--- src/rtl/mem_port_arbiter.sv ---
// Round-robin arbiter merging NUM_PORTS LC-3b style memory clients onto one memory port.
// One outstanding transaction; request fields are captured at grant and held until mem_resp.
module mem_port_arbiter #(
  parameter int unsigned NUM_PORTS  = 2,
  parameter int unsigned ADDR_WIDTH = 16,
  parameter int unsigned DATA_WIDTH = 16,
  localparam int unsigned MASK_WIDTH = DATA_WIDTH / 8,
  localparam int unsigned IDX_WIDTH  = $clog2(NUM_PORTS)
) (
  input  logic                             clk,
  input  logic                             rst_n,
  input  logic [NUM_PORTS-1:0]             cli_read,
  input  logic [NUM_PORTS-1:0]             cli_write,
  input  logic [NUM_PORTS*ADDR_WIDTH-1:0]  cli_address,
  input  logic [NUM_PORTS*DATA_WIDTH-1:0]  cli_wdata,
  input  logic [NUM_PORTS*MASK_WIDTH-1:0]  cli_byte_enable,
  output logic [NUM_PORTS-1:0]             cli_resp,
  output logic [DATA_WIDTH-1:0]            cli_rdata,
  output logic                             mem_read,
  output logic                             mem_write,
  output logic [ADDR_WIDTH-1:0]            mem_address,
  output logic [DATA_WIDTH-1:0]            mem_wdata,
  output logic [MASK_WIDTH-1:0]            mem_byte_enable,
  input  logic                             mem_resp,
  input  logic [DATA_WIDTH-1:0]            mem_rdata,
  output logic [IDX_WIDTH-1:0]             grant_idx,
  output logic                             protocol_err
);

  typedef enum logic [0:0] {StIdle, StBusy} state_e;

  state_e                r_state, w_state_d;
  logic                  r_mem_read, w_mem_read_d;
  logic                  r_mem_write, w_mem_write_d;
  logic [ADDR_WIDTH-1:0] r_mem_address, w_mem_address_d;
  logic [DATA_WIDTH-1:0] r_mem_wdata, w_mem_wdata_d;
  logic [MASK_WIDTH-1:0] r_mem_be, w_mem_be_d;
  logic [IDX_WIDTH-1:0]  r_grant_idx, w_grant_idx_d;
  logic                  r_protocol_err, w_protocol_err_d;

  logic [NUM_PORTS-1:0]  w_req;
  logic                  w_any_req;
  logic [IDX_WIDTH-1:0]  w_winner;
  logic [IDX_WIDTH-1:0]  w_sel;
  logic [31:0]           w_sum;
  logic                  w_sel_rd;
  logic                  w_sel_wr;
  logic [ADDR_WIDTH-1:0] w_sel_addr;
  logic [DATA_WIDTH-1:0] w_sel_wdata;
  logic [MASK_WIDTH-1:0] w_sel_be;

  // Scan starts one past the last grant so the most recent winner has lowest priority.
  always_comb begin
    w_req     = cli_read | cli_write;
    w_any_req = 1'b0;
    w_winner  = r_grant_idx;
    w_sum     = '0;
    w_sel     = '0;
    for (int unsigned k = 1; k <= NUM_PORTS; k++) begin
      w_sum = 32'(r_grant_idx) + k;
      w_sel = IDX_WIDTH'(w_sum % NUM_PORTS);
      if (!w_any_req && w_req[w_sel]) begin
        w_any_req = 1'b1;
        w_winner  = w_sel;
      end
    end
  end

  always_comb begin
    w_sel_rd    = 1'b0;
    w_sel_wr    = 1'b0;
    w_sel_addr  = '0;
    w_sel_wdata = '0;
    w_sel_be    = '0;
    for (int unsigned i = 0; i < NUM_PORTS; i++) begin
      if (w_winner == IDX_WIDTH'(i)) begin
        w_sel_rd    = cli_read[i];
        w_sel_wr    = cli_write[i];
        w_sel_addr  = cli_address[i*ADDR_WIDTH +: ADDR_WIDTH];
        w_sel_wdata = cli_wdata[i*DATA_WIDTH +: DATA_WIDTH];
        w_sel_be    = cli_byte_enable[i*MASK_WIDTH +: MASK_WIDTH];
      end
    end
  end

  always_comb begin
    w_state_d        = r_state;
    w_mem_read_d     = r_mem_read;
    w_mem_write_d    = r_mem_write;
    w_mem_address_d  = r_mem_address;
    w_mem_wdata_d    = r_mem_wdata;
    w_mem_be_d       = r_mem_be;
    w_grant_idx_d    = r_grant_idx;
    w_protocol_err_d = r_protocol_err;
    case (r_state)
      StIdle: begin
        if (w_any_req) begin
          w_state_d       = StBusy;
          w_mem_address_d = w_sel_addr;
          w_mem_wdata_d   = w_sel_wdata;
          w_mem_be_d      = w_sel_be;
          w_grant_idx_d   = w_winner;
          // A simultaneous read+write is resolved as a write and flagged.
          w_mem_write_d   = w_sel_wr;
          w_mem_read_d    = w_sel_rd & ~w_sel_wr;
          if (w_sel_rd && w_sel_wr) begin
            w_protocol_err_d = 1'b1;
          end
        end
      end
      StBusy: begin
        if (mem_resp) begin
          w_state_d     = StIdle;
          w_mem_read_d  = 1'b0;
          w_mem_write_d = 1'b0;
        end
      end
    endcase
  end

  always_ff @(posedge clk or negedge rst_n) begin
    if (!rst_n) begin
      r_state        <= StIdle;
      r_mem_read     <= 1'b0;
      r_mem_write    <= 1'b0;
      r_mem_address  <= '0;
      r_mem_wdata    <= '0;
      r_mem_be       <= '0;
      r_grant_idx    <= IDX_WIDTH'(NUM_PORTS - 1);
      r_protocol_err <= 1'b0;
    end else begin
      r_state        <= w_state_d;
      r_mem_read     <= w_mem_read_d;
      r_mem_write    <= w_mem_write_d;
      r_mem_address  <= w_mem_address_d;
      r_mem_wdata    <= w_mem_wdata_d;
      r_mem_be       <= w_mem_be_d;
      r_grant_idx    <= w_grant_idx_d;
      r_protocol_err <= w_protocol_err_d;
    end
  end

  always_comb begin
    cli_resp = '0;
    if (r_state == StBusy && mem_resp) begin
      for (int unsigned i = 0; i < NUM_PORTS; i++) begin
        cli_resp[i] = (r_grant_idx == IDX_WIDTH'(i));
      end
    end
  end

  assign cli_rdata       = mem_rdata;
  assign mem_read        = r_mem_read;
  assign mem_write       = r_mem_write;
  assign mem_address     = r_mem_address;
  assign mem_wdata       = r_mem_wdata;
  assign mem_byte_enable = r_mem_be;
  assign grant_idx       = r_grant_idx;
  assign protocol_err    = r_protocol_err;

endmodule

--- config.mk ---
export PLATFORM = sky130hd
export DESIGN_NAME = mem_port_arbiter
export DESIGN_NICKNAME = d
export VERILOG_FILES = /design/src/rtl/mem_port_arbiter.sv
export SDC_FILE = /design/constraint.sdc
export NUM_CORES = 1
export LEC_CHECK = 0
export BUFFER_PORTS_ARGS = -buffer_cell sky130_fd_sc_hd__buf_2
export CORE_UTILIZATION = 41
export CTS_CLUSTER_SIZE = 24
export DETAILED_ROUTE_END_ITERATION = 10
export PLACE_DENSITY = 0.81
export RECOVER_POWER = 100
export SLEW_MARGIN = 20
export SYNTH_ARGS = -nofsm -noshare
export SYNTH_HDL_FRONTEND = slang
export SYNTH_SLANG_ARGS = --single-unit
--- constraint.sdc ---
create_clock -name clk -period 2.05 [get_ports clk]
set_clock_uncertainty 0.05 [all_clocks]
set_input_delay 0.205 -clock clk [delete_from_list [all_inputs] [get_ports clk]]
set_output_delay 0.205 -clock clk [all_outputs]
set_load 0.03 [all_outputs]
==> results of run 1 <==
## worst reg2reg max path, stage by stage, from the launching register on
cell,delay (ps)
sky130_fd_sc_hd__dfstp_2,380
sky130_fd_sc_hd__nor3_2,720
sky130_fd_sc_hd__buf_4,340
sky130_fd_sc_hd__o21ai_0,100
sky130_fd_sc_hd__a31oi_1,180
## Yosys cell counts
library cell / number / area share (%)
sky130_fd_sc_hd__a32o_1: 1 / 0.47
sky130_fd_sc_hd__nand2_1: 2 / 0.35
sky130_fd_sc_hd__nor4_2: 1 / 0.59
sky130_fd_sc_hd__nor3_1: 1 / 0.24
sky130_fd_sc_hd__buf_4: 16 / 5.7
sky130_fd_sc_hd__or4_1: 1 / 0.35
sky130_fd_sc_hd__nor2_1: 3 / 0.53
sky130_fd_sc_hd__a21oi_1: 33 / 7.8
sky130_fd_sc_hd__o21ai_0: 36 / 8.5
sky130_fd_sc_hd__a21o_1: 1 / 0.35
sky130_fd_sc_hd__and3_1: 1 / 0.30
sky130_fd_sc_hd__inv_2: 1 / 0.18
sky130_fd_sc_hd__dfstp_2: 1 / 1.2
sky130_fd_sc_hd__o211ai_1: 1 / 0.35
sky130_fd_sc_hd__a21boi_0: 3 / 1.1
sky130_fd_sc_hd__or2b_1: 1 / 0.35
sky130_fd_sc_hd__a21oi_2: 1 / 0.41
sky130_fd_sc_hd__clkbuf_2: 3 / 0.71
sky130_fd_sc_hd__o21ai_1: 1 / 0.24
sky130_fd_sc_hd__dfrtp_1: 38 / 45
sky130_fd_sc_hd__clkbuf_1: 15 / 2.7
sky130_fd_sc_hd__o31ai_1: 1 / 0.35
sky130_fd_sc_hd__or3_1: 1 / 0.30
sky130_fd_sc_hd__nand3_1: 34 / 8.0
sky130_fd_sc_hd__o21a_1: 1 / 0.35
sky130_fd_sc_hd__o221a_2: 1 / 0.53
sky130_fd_sc_hd__a31oi_1: 34 / 10
sky130_fd_sc_hd__buf_6: 3 / 1.6
sky130_fd_sc_hd__buf_2: 3 / 0.71
sky130_fd_sc_hd__o2bb2ai_1: 1 / 0.41
sky130_fd_sc_hd__a2bb2oi_1: 1 / 0.41
## cells in the final DEF (no fill, tap or decap), types with 2 or more instances in the layout
cell type,instances
sky130_fd_sc_hd__buf_2,74
sky130_fd_sc_hd__clkbuf_1,40
sky130_fd_sc_hd__dfrtp_1,38
sky130_fd_sc_hd__o21ai_0,36
sky130_fd_sc_hd__nand3_1,34
sky130_fd_sc_hd__a31oi_1,34
sky130_fd_sc_hd__a21oi_1,33
sky130_fd_sc_hd__buf_4,11
sky130_fd_sc_hd__clkbuf_8,6
sky130_fd_sc_hd__a21boi_0,3
sky130_fd_sc_hd__nand2_1,2
sky130_fd_sc_hd__nor2_1,2
## through the flow
stage                     utilization (%)  area, sq um  std cells
final                               55.05         2669        401
after global routing                55.05         2669        401
after CTS                           56.05         2718        401
after detailed placement            54.17         2626        393
after global placement              54.17         2626        393
after floorplan                         -         2118        241
## how the worst max path moves through the flow
stage,to,startpoint
after floorplan,mem_address[13],grant_idx
after global placement,mem_wdata[2],grant_idx
after detailed placement,mem_wdata[2],grant_idx
after CTS,mem_wdata[1],grant_idx
after global routing,mem_wdata[11],grant_idx
final,mem_wdata[1],grant_idx
## logic make-up after synthesis
| group | count (synthesis) | share of synthesized area (%) |
|---|---|---|
| compound gates | 116 | 31.31 |
| simple gates | 45 | 11.05 |
| buf+inv | 41 | 11.52 |
| flops | 39 | 46.13 |
## power breakdown
| part | leakage [nW] | switching (mW) | total [mW] | internal [mW] |
|---|---|---|---|---|
| combinational | 0.665 | 0.823 | 1.16 | 0.337 |
| sequential | 0.435 | 0.109 | 1.07 | 0.959 |
| clock | 0.0482 | 0.260 | 0.532 | 0.272 |
## registers in the layout (all words and copies together) (netlist names)
name	flops
mem_address	16
mem_wdata	16
mem_byte_enable	2
grant_idx	1
mem_read	1
mem_write	1
protocol_err	1
r_state	1
## layout make-up
type | count | area share [%]
clock inverters | 1 | 0.1875
repair buffers | 125 | 22.64
flip-flops and latches | 39 | 36.62
inverters | 1 | 0.1406
multi-input cells | 161 | 34.04
clock buffers | 7 | 3.235
well taps | 67 | 3.141
## per-layer routing
metal  global-route usage (%)  wire length (um)  up-vias
met2                    35.78              2932      105
met3                    5.487               420        9
li1                         -                 -     1070
met5                        0                 0        -
met4                    5.983                47        0
met1                    27.78              2457     1024
==> results.md, run 1 <==
- Routability Congestion: 0.7472
- Max-Cap Viols: 0
- Floorplan die height: approximately 74 um
- CORE AREA: 4848 sq um
- Total vias in the final route: around 2200
- Final hold slack: between 4 and 5 ps
- Register area: 977.2 sq um
- Fin crit share: 90.35%
- TritonCTS clock tree: done
- Global-route wire length before repair: 8935 um
- Total length of routed wires: 5858 um
- Number of placed I/O pins: roughly 150
- TritonRoute pass-1 iters: 4
- Critical path's top delay family: simple AND/OR/NAND/NOR gates
- Slowest stage cell, crit path: sky130_fd_sc_hd__nor3_2
- Die outline width: 73.88 um
- Leakage component of the power: 1.149 nW
- Number of hold violations in the final report: 0
- VDD IR-drop max: 0.5429 mV
- Post-synthesis net count: between 300 and 400
- Number of cells on the worst reg-to-reg path: 4
- Setup slack on the worst flop-to-flop path: 200 ps
- Number of sinks handled by clock tree synthesis: 39
- Synthesized area per cell: 8.790 sq um
- Number of synthesis warnings: 0
- Endpoint class of the critical path: flop
- Reg clk slew, reported paths: roughly 80 ps
- Average wire length per cell after detail routing: 14.61 um
- Die footprint: 5458 sq um
- Worst hold-check path type: in -> async
- Crit Reg-Reg Startpoint: grant_idx
- Number of input and output port buffers inserted: between 100 and 150
- Sequential share of the synthesized area: a little under half
- Level count of the clock H-tree: 2
- Starting DRC count in detailed routing: ~140
- CP Buf/Inv Count: 1
- Remaining global-route overflow: 0
- Post-detailed-placement half-perimeter wirelength: 4102 um
- Slowest Stage Delay on Critical Path: 720 ps
- Diodes inserted: 0
- Final setup viols: 0
- Maximum fanout encountered on the critical timing path: 18
- Worst slew margin: between 30 and 40%
- Post-CTS Hold Fix Bufs: 0
- Period minus WS final: 1852 ps
- Setup bufs post-CTS: 0
- Total Power Consumption: 2.759 mW
- Quantity of gates resized following cts: 0
- Chain of cells forming the critical path: nor3_2 -> buf_4 -> o21ai_0 -> a31oi_1
- Pin count of the biggest net entering global routing: 40
- RSZ-0062 raised after global routing: no
- Antenna violations before repair: 0
- Vias/cell: 5.506
- Category of the critical setup timing path: reg -> reg
- Root buf cell: sky130_fd_sc_hd__clkbuf_8
- Slew @ Worst Pin: around 940 ps
- Clock network latency to the later pin of the worst-skew pair: 280 ps
- Num CTS Buffers: 5
- Smallest setup slack after layout: 197.9 ps
- Final-layout setup total negative slack: 0 ps
- Worst setup slack before clock tree synthesis: 173.2 ps
- Startpoint type of the worst setup path: flop
- Max-slew violation total from the final report: 0
- Cell Pwr Density: 1034 nW/um^2
- Number of remaining DRC errors: 0
- Outcome: finished, final reports clean
- Required time of the worst setup path: 2200 ps
- Critical register-to-register path endpoint: mem_wdata[1]
- Number of register bits inferred by synthesis: 39
- DRT antenna net count: 0
- Synthesized netlist cell count: 241
- Netlist area before placement: between 2000 and 2500 sq um
- Layout Nets: about 420
- Multi-input logic area: 908.4 sq um
- Number of different library cells in the post-synthesis netlist: 31
- Filler cell count in the final layout: 470
- Logic depth of the worst path, buffers included: 4
- Largest buffer count on any clock path: 2
- Arrival @ worst endpoint: ~2000 ps
- Row count: 25
- Fraction of final layout cells with drive strength greater than 1: between 20% and 30%
- Initial core utilization: 43.69%
- Vias in the first global route: 1895
- Global router's overall resource usage: 21.55%
- Post-synthesis to final-layout area growth: 25.99%
- Achievable frequency: 539.9 MHz
(Power assumes the default switching activity.)
==> inputs of run 2 (changes only) <==
Settings changed: CORE_UTILIZATION 41 to 39, CTS_BUF_LIST set to sky130_fd_sc_hd__clkbuf_8, PLACE_DENSITY 0.81 to 0.8.
Clock period 2.05 ns to 1.7 ns, I/O delays scaled along.
==> run 2 against run 1 <==
  * Total power rose by 21%
  * Worst setup slack worse by 97 ps
  * Largest power group unchanged
  * Die area rose by 5.0%
  * Core utilization fell by 2.1 points
  * Sequential cell count did not move
  * Sequential share of layout area decreased by 0.94 points
  * Via count is 1.8% higher
  * Critical path type is now reg -> out
  * Sequential power rose by 21%
  * Final cell count up 2.2%
  * Clock-buffer cell count fell by 2
  * Register-to-register slack got worse by 60 ps
==> results.md, run 2 (synthesis gave the netlist of run 1 again) <==
- Max-slew violation total from the final report: 0
- Final-layout setup total negative slack: 0 ps
- Reg clk slew, reported paths: 80 ps
- Startpoint type of the worst setup path: flop
- Routability Congestion: 0.7752
- Total Power Consumption: 3.338 mW
- Number of sinks handled by clock tree synthesis: 39
- Pin count of the biggest net entering global routing: 36
- Met1 wire length: 2602 um
- Metal2 WL: between 2000 and 3000 um
- Fraction of final layout cells with drive strength greater than 1: 30.88%
- TritonCTS clock tree: done
- Non-filler cells, final: 410
- Die footprint: 5730 sq um
- TritonRoute pass-1 iters: 4
- Worst slew margin: 55.56%
- Period minus WS final: 1599 ps
- Diodes inserted: 0
- Antenna violations before repair: 0
- Post-detailed-placement half-perimeter wirelength: between 4000 and 5000 um
- Filler cell count in the final layout: between 500 and 600
- Clock network latency to the later pin of the worst-skew pair: 290 ps
- Max-Cap Viols: 0
- Multi-input logic area: 914.6 sq um
- Setup bufs post-CTS: 0
- Vias/cell: 5.480
- Worst setup slack before clock tree synthesis: -148.9 ps
- Die outline width: between 70 and 80 um
- Slew @ Worst Pin: 666.7 ps
- Total length of routed wires: 5954 um
- Wire length on met3: 362 um
- Row count: 26
- Area of placed instances: 2693 sq um
- Starting DRC count in detailed routing: 139
- Endpoint class of the critical path: output port
- Global router's overall resource usage: 21.40%
- Fin crit share: 94.05%
- Final setup viols: 0
- RSZ-0062 raised after global routing: no
- Setup slack on the worst flop-to-flop path: 140 ps
- Smallest setup slack after layout: roughly 100 ps
- Number of hold violations in the final report: 0
- Number of placed I/O pins: 147
- Level count of the clock H-tree: 2
- Post-route cell area: 2739 sq um
- Initial core utilization: 40.95%
- Layout Nets: 430
- Largest buffer count on any clock path: 2
- Worst hold-check path type: in -> reg
- Commonest cells after routing, fill and taps aside: sky130_fd_sc_hd__buf_2, sky130_fd_sc_hd__clkbuf_1, sky130_fd_sc_hd__dfrtp_1
- Number of remaining DRC errors: 0
- DRT antenna net count: 0
- Root buf cell: sky130_fd_sc_hd__clkbuf_8
- Total vias in the final route: 2247
- Post-synthesis to final-layout area growth: 29.30%
- Arrival @ worst endpoint: 1380 ps
- Average wire length per cell after detail routing: around 15 um
- Vias in the first global route: 2044
- Maximum fanout encountered on the critical timing path: 11
- Category of the critical setup timing path: reg -> out
- VDD IR-drop max: 0.5523 mV
- Cell total after placement: 401
- Final hold slack: 80.32 ps
- Number of input and output port buffers inserted: 114
- Required time of the worst setup path: around 1500 ps
- Fin util: roughly 53%
- Register area: 977.2 sq um
- Cell Pwr Density: 1219 nW/um^2
- Outcome: finished, final reports clean
- Top layer used by detailed routing: met4
- Floorplan die height: 75.70 um
- Global-route wire length before repair: between 9000 and 10000 um
- Achievable frequency: about 630 MHz
- Leakage component of the power: 1.179 nW
- CORE AREA: 5172 sq um
- Num CTS Buffers: 5
- Remaining global-route overflow: 0
- Most common cell after layout, fill and taps aside: sky130_fd_sc_hd__buf_2
-- run 2: cell count changes in the layout (fill, tap and decap cells not counted), sizes merged --
cell	delta
clkbuf	+1
dlygate4sd3	+1
buf	+2
clkinvlp	+1
inv	+1
-- run 2: metal layers --
layer  up-vias  global-route usage [%]
met4         0                   10.29
met1      1057                   26.58
met2        95                   36.21
met5         -                       0
li1       1086                       -
met3         9                   3.704
-- run 2: path summary, 6_finish.rpt --
kind,startpoint,to,depth (start not counted)
min in group asynchronous,rst_n,mem_address[12],2
worst max-delay path,grant_idx,cli_resp[1],3
worst min register to register,protocol_err,protocol_err,1
max in group asynchronous,rst_n,mem_wdata[13],3
worst max register to register,grant_idx,mem_wdata[4],4
worst min-delay path,cli_byte_enable[2],mem_byte_enable[0],3
-- run 2: layout make-up --
class / count / area share [%]
flip-flops and latches: 39 / 35.68
multi-input cells: 161 / 33.39
repair buffers: 131 / 24.49
well taps: 70 / 3.198
clock buffers: 5 / 2.513
clock inverters: 3 / 0.5939
inverters: 1 / 0.1370
-- run 2: timing repair --
| item | 4_1_cts | 5_1_grt |
|---|---|---|
| pin swaps | 0 | 1 |
| setup endpoints to repair | 19 | 8 |
| hold buffers | 1 | 0 |
| hold endpoints to repair | 23 | 0 |
| resized for setup | 1 | 0 |
-- run 2: where the power goes --
group | total, mW | switching (mW) | internal [mW]
logic | 1.44 | 1.00 | 0.435
clock network | 0.608 | 0.328 | 0.281
registers | 1.29 | 0.133 | 1.16
-- run 2: critical path: stages, from the launching register on --
cell and delay [ps]:
sky130_fd_sc_hd__dfstp_2 560, sky130_fd_sc_hd__buf_4 170, sky130_fd_sc_hd__and3_1 150, sky130_fd_sc_hd__clkbuf_2 190
==> inputs of run 3 (changes only) <==
Settings changed: ABC_CLOCK_PERIOD_IN_PS set to 1700, PLACE_DENSITY 0.8 to 0.79.
==> run 3 against run 2 <==
  * Sequential share of layout area is essentially flat
  * Final cell count is 0.98% lower
  * Clock-buffer cell count grew 1
  * Largest power group unchanged
==> results.md, run 3 (synthesis gave the netlist of run 1 again) <==
- Global-route wire length before repair: 9556 um
- Fraction of final layout cells with drive strength greater than 1: a little under a third
- Num CTS Buffers: 5
- CORE AREA: 5172 sq um
- Vias in the first global route: 2070
- Number of remaining DRC errors: 0
- Antenna violations before repair: 0
- RSZ-0062 raised after global routing: no
- Multi-input logic area: 908.4 sq um
- Routability Congestion: 0.7296
- Initial core utilization: 40.95%
- Starting DRC count in detailed routing: slightly above 90
- Switching Share: 43.25%
- Cell-internal power: 1.923 mW
- Row count: 26
- Endpoint class of the critical path: output port
- Leakage component of the power: 1.179 nW
- Vias/cell: 5.549
- Die outline width: 75.70 um
- Total vias in the final route: 2253
- Slowest stage cell, crit path: sky130_fd_sc_hd__dfstp_2
- Switch Pwr: 1.466 mW
- Fin crit share: 92.88%
- TritonRoute pass-1 iters: 4
- Most common cell after layout, fill and taps aside: sky130_fd_sc_hd__buf_2
- Period minus WS final: 1579 ps
- Post-route cell area: 2738 sq um
- Pin count of the biggest net entering global routing: 36
- Register area: 977.2 sq um
- Maximum fanout encountered on the critical timing path: 11
- Total length of routed wires: 6244 um
- Reg clk slew, reported paths: 70 ps
- Root buf cell: sky130_fd_sc_hd__clkbuf_8
- Number of input and output port buffers inserted: 114
- Met1 wire length: 2606 um
- Final setup viols: 0
- Arrival @ worst endpoint: 1360 ps
- Clock power frac: 18.6%
- Achievable frequency: 633.3 MHz
- Average wire length per cell after detail routing: 15.38 um
- Commonest cells after routing, fill and taps aside: sky130_fd_sc_hd__buf_2, sky130_fd_sc_hd__clkbuf_1, sky130_fd_sc_hd__dfrtp_1
- Category of the critical setup timing path: reg -> out
- Outcome: finished, final reports clean
- Max-slew violation total from the final report: 0
- DRT antenna net count: 0
- Number of placed I/O pins: 147
- Worst slew margin: around 28%
- Slowest Stage Delay on Critical Path: 550 ps
- Global router's overall resource usage: 22.28%
- Diodes inserted: 0
- Post-synthesis to final-layout area growth: 29.24%
- Level count of the clock H-tree: 2
- TritonCTS clock tree: done
- Worst hold-check path type: in -> reg
- Wire length on met3: 440 um
- Clock network latency to the later pin of the worst-skew pair: 280 ps
- Metal2 WL: 3131 um
- Post-detailed-placement half-perimeter wirelength: 4339 um
- Floorplan die height: 75.70 um
- Area of placed instances: 2688 sq um
- Required time of the worst setup path: 1480 ps
- Quantity of gates resized following cts: 0
- VDD IR-drop max: 0.6172 mV
- Fin util: a little over half
- Layout Nets: 426
- Top layer used by detailed routing: met4
- Cell Pwr Density: 1238 nW/um^2
- Proportion of power drawn by flip-flops and latches: 38.3%
- Number of hold violations in the final report: 0
- Largest buffer count on any clock path: 2
- Filler cell count in the final layout: 529
- Number of sinks handled by clock tree synthesis: 39
- Die footprint: 5730 sq um
- Slew @ Worst Pin: 1084 ps
- Chain of cells forming the critical path: buf_4 -> and3_1 -> clkbuf_2
- Comb power frac: 43.2%
- Startpoint type of the worst setup path: flop
- Remaining global-route overflow: 0
- Max-Cap Viols: 0
## run 3: cell types whose count changed in the layout (fill, tap and decap cells not counted), sizes merged
cell / change
clkinvlp: -1
buf: -3
## run 3: worst paths after layout
| check | endpoint | from | cells past startpoint | slack [ps] |
|---|---|---|---|---|
| max | cli_resp[1] | grant_idx | 3 | 120 |
| min | mem_wdata[2] | cli_wdata[18] | 3 | 90 |
| max reg2reg | mem_address[13] | grant_idx | 5 | 130 |
| min reg2reg | protocol_err | protocol_err | 1 | 440 |
| max in group asynchronous | grant_idx | rst_n | 3 | 280 |
| min in group asynchronous | mem_address[7] | rst_n | 2 | 560 |
## run 3: area by class of cell
cell class                 instances  area share [%]
clock buffer                       6           3.016
sequential                        39           35.69
inverter                           1          0.1371
multi-input combinational        161           33.18
tap                               70           3.199
timing repair buffer             127           24.45
clock inverter                     2          0.3199
## run 3: worst max-delay path: cells and delay by family, from the launching register on
family / cells / cell delay, ps
simple gates: 1 / 160
buf+inv: 2 / 370
flops: 1 / 550
## run 3: per-stage QoR
step	hold WS, ps	power [mW]	setup TNS [ps]	std cells	worst slack [ps]
finish	94.98	3.389	0	406	121.0
floorplan	-175.6	2.343	-253.9	241	-8.475
global placement	82.02	2.798	0	397	162.6
global route	92.61	3.609	0	406	11.95
CTS	84.83	3.472	0	406	114.3
detailed placement	95.81	2.837	0	397	131.6
## run 3: what timing repair did
action,4_1_cts,5_1_grt
setup buffers,0,0
hold endpoints to repair,18,0
hold buffers,1,0
## run 3: layer usage
layer  track usage [%]  vias up
met1             26.60     1057
met4             7.613        0
li1                  -     1079
met5                 0        -
met3             4.894        8
met2             39.68      109
## run 3: power by group through the flow
stage | sequential [mW] | clock [mW] | combinational, mW
2_1_floorplan | 1.74 | 0 | 0.600
3_3_place_gp | 1.30 | 0 | 1.50
3_5_place_dp | 1.30 | 0 | 1.54
4_1_cts | 1.29 | 0.647 | 1.54
5_1_grt | 1.32 | 0.685 | 1.60
6_report | 1.30 | 0.629 | 1.46
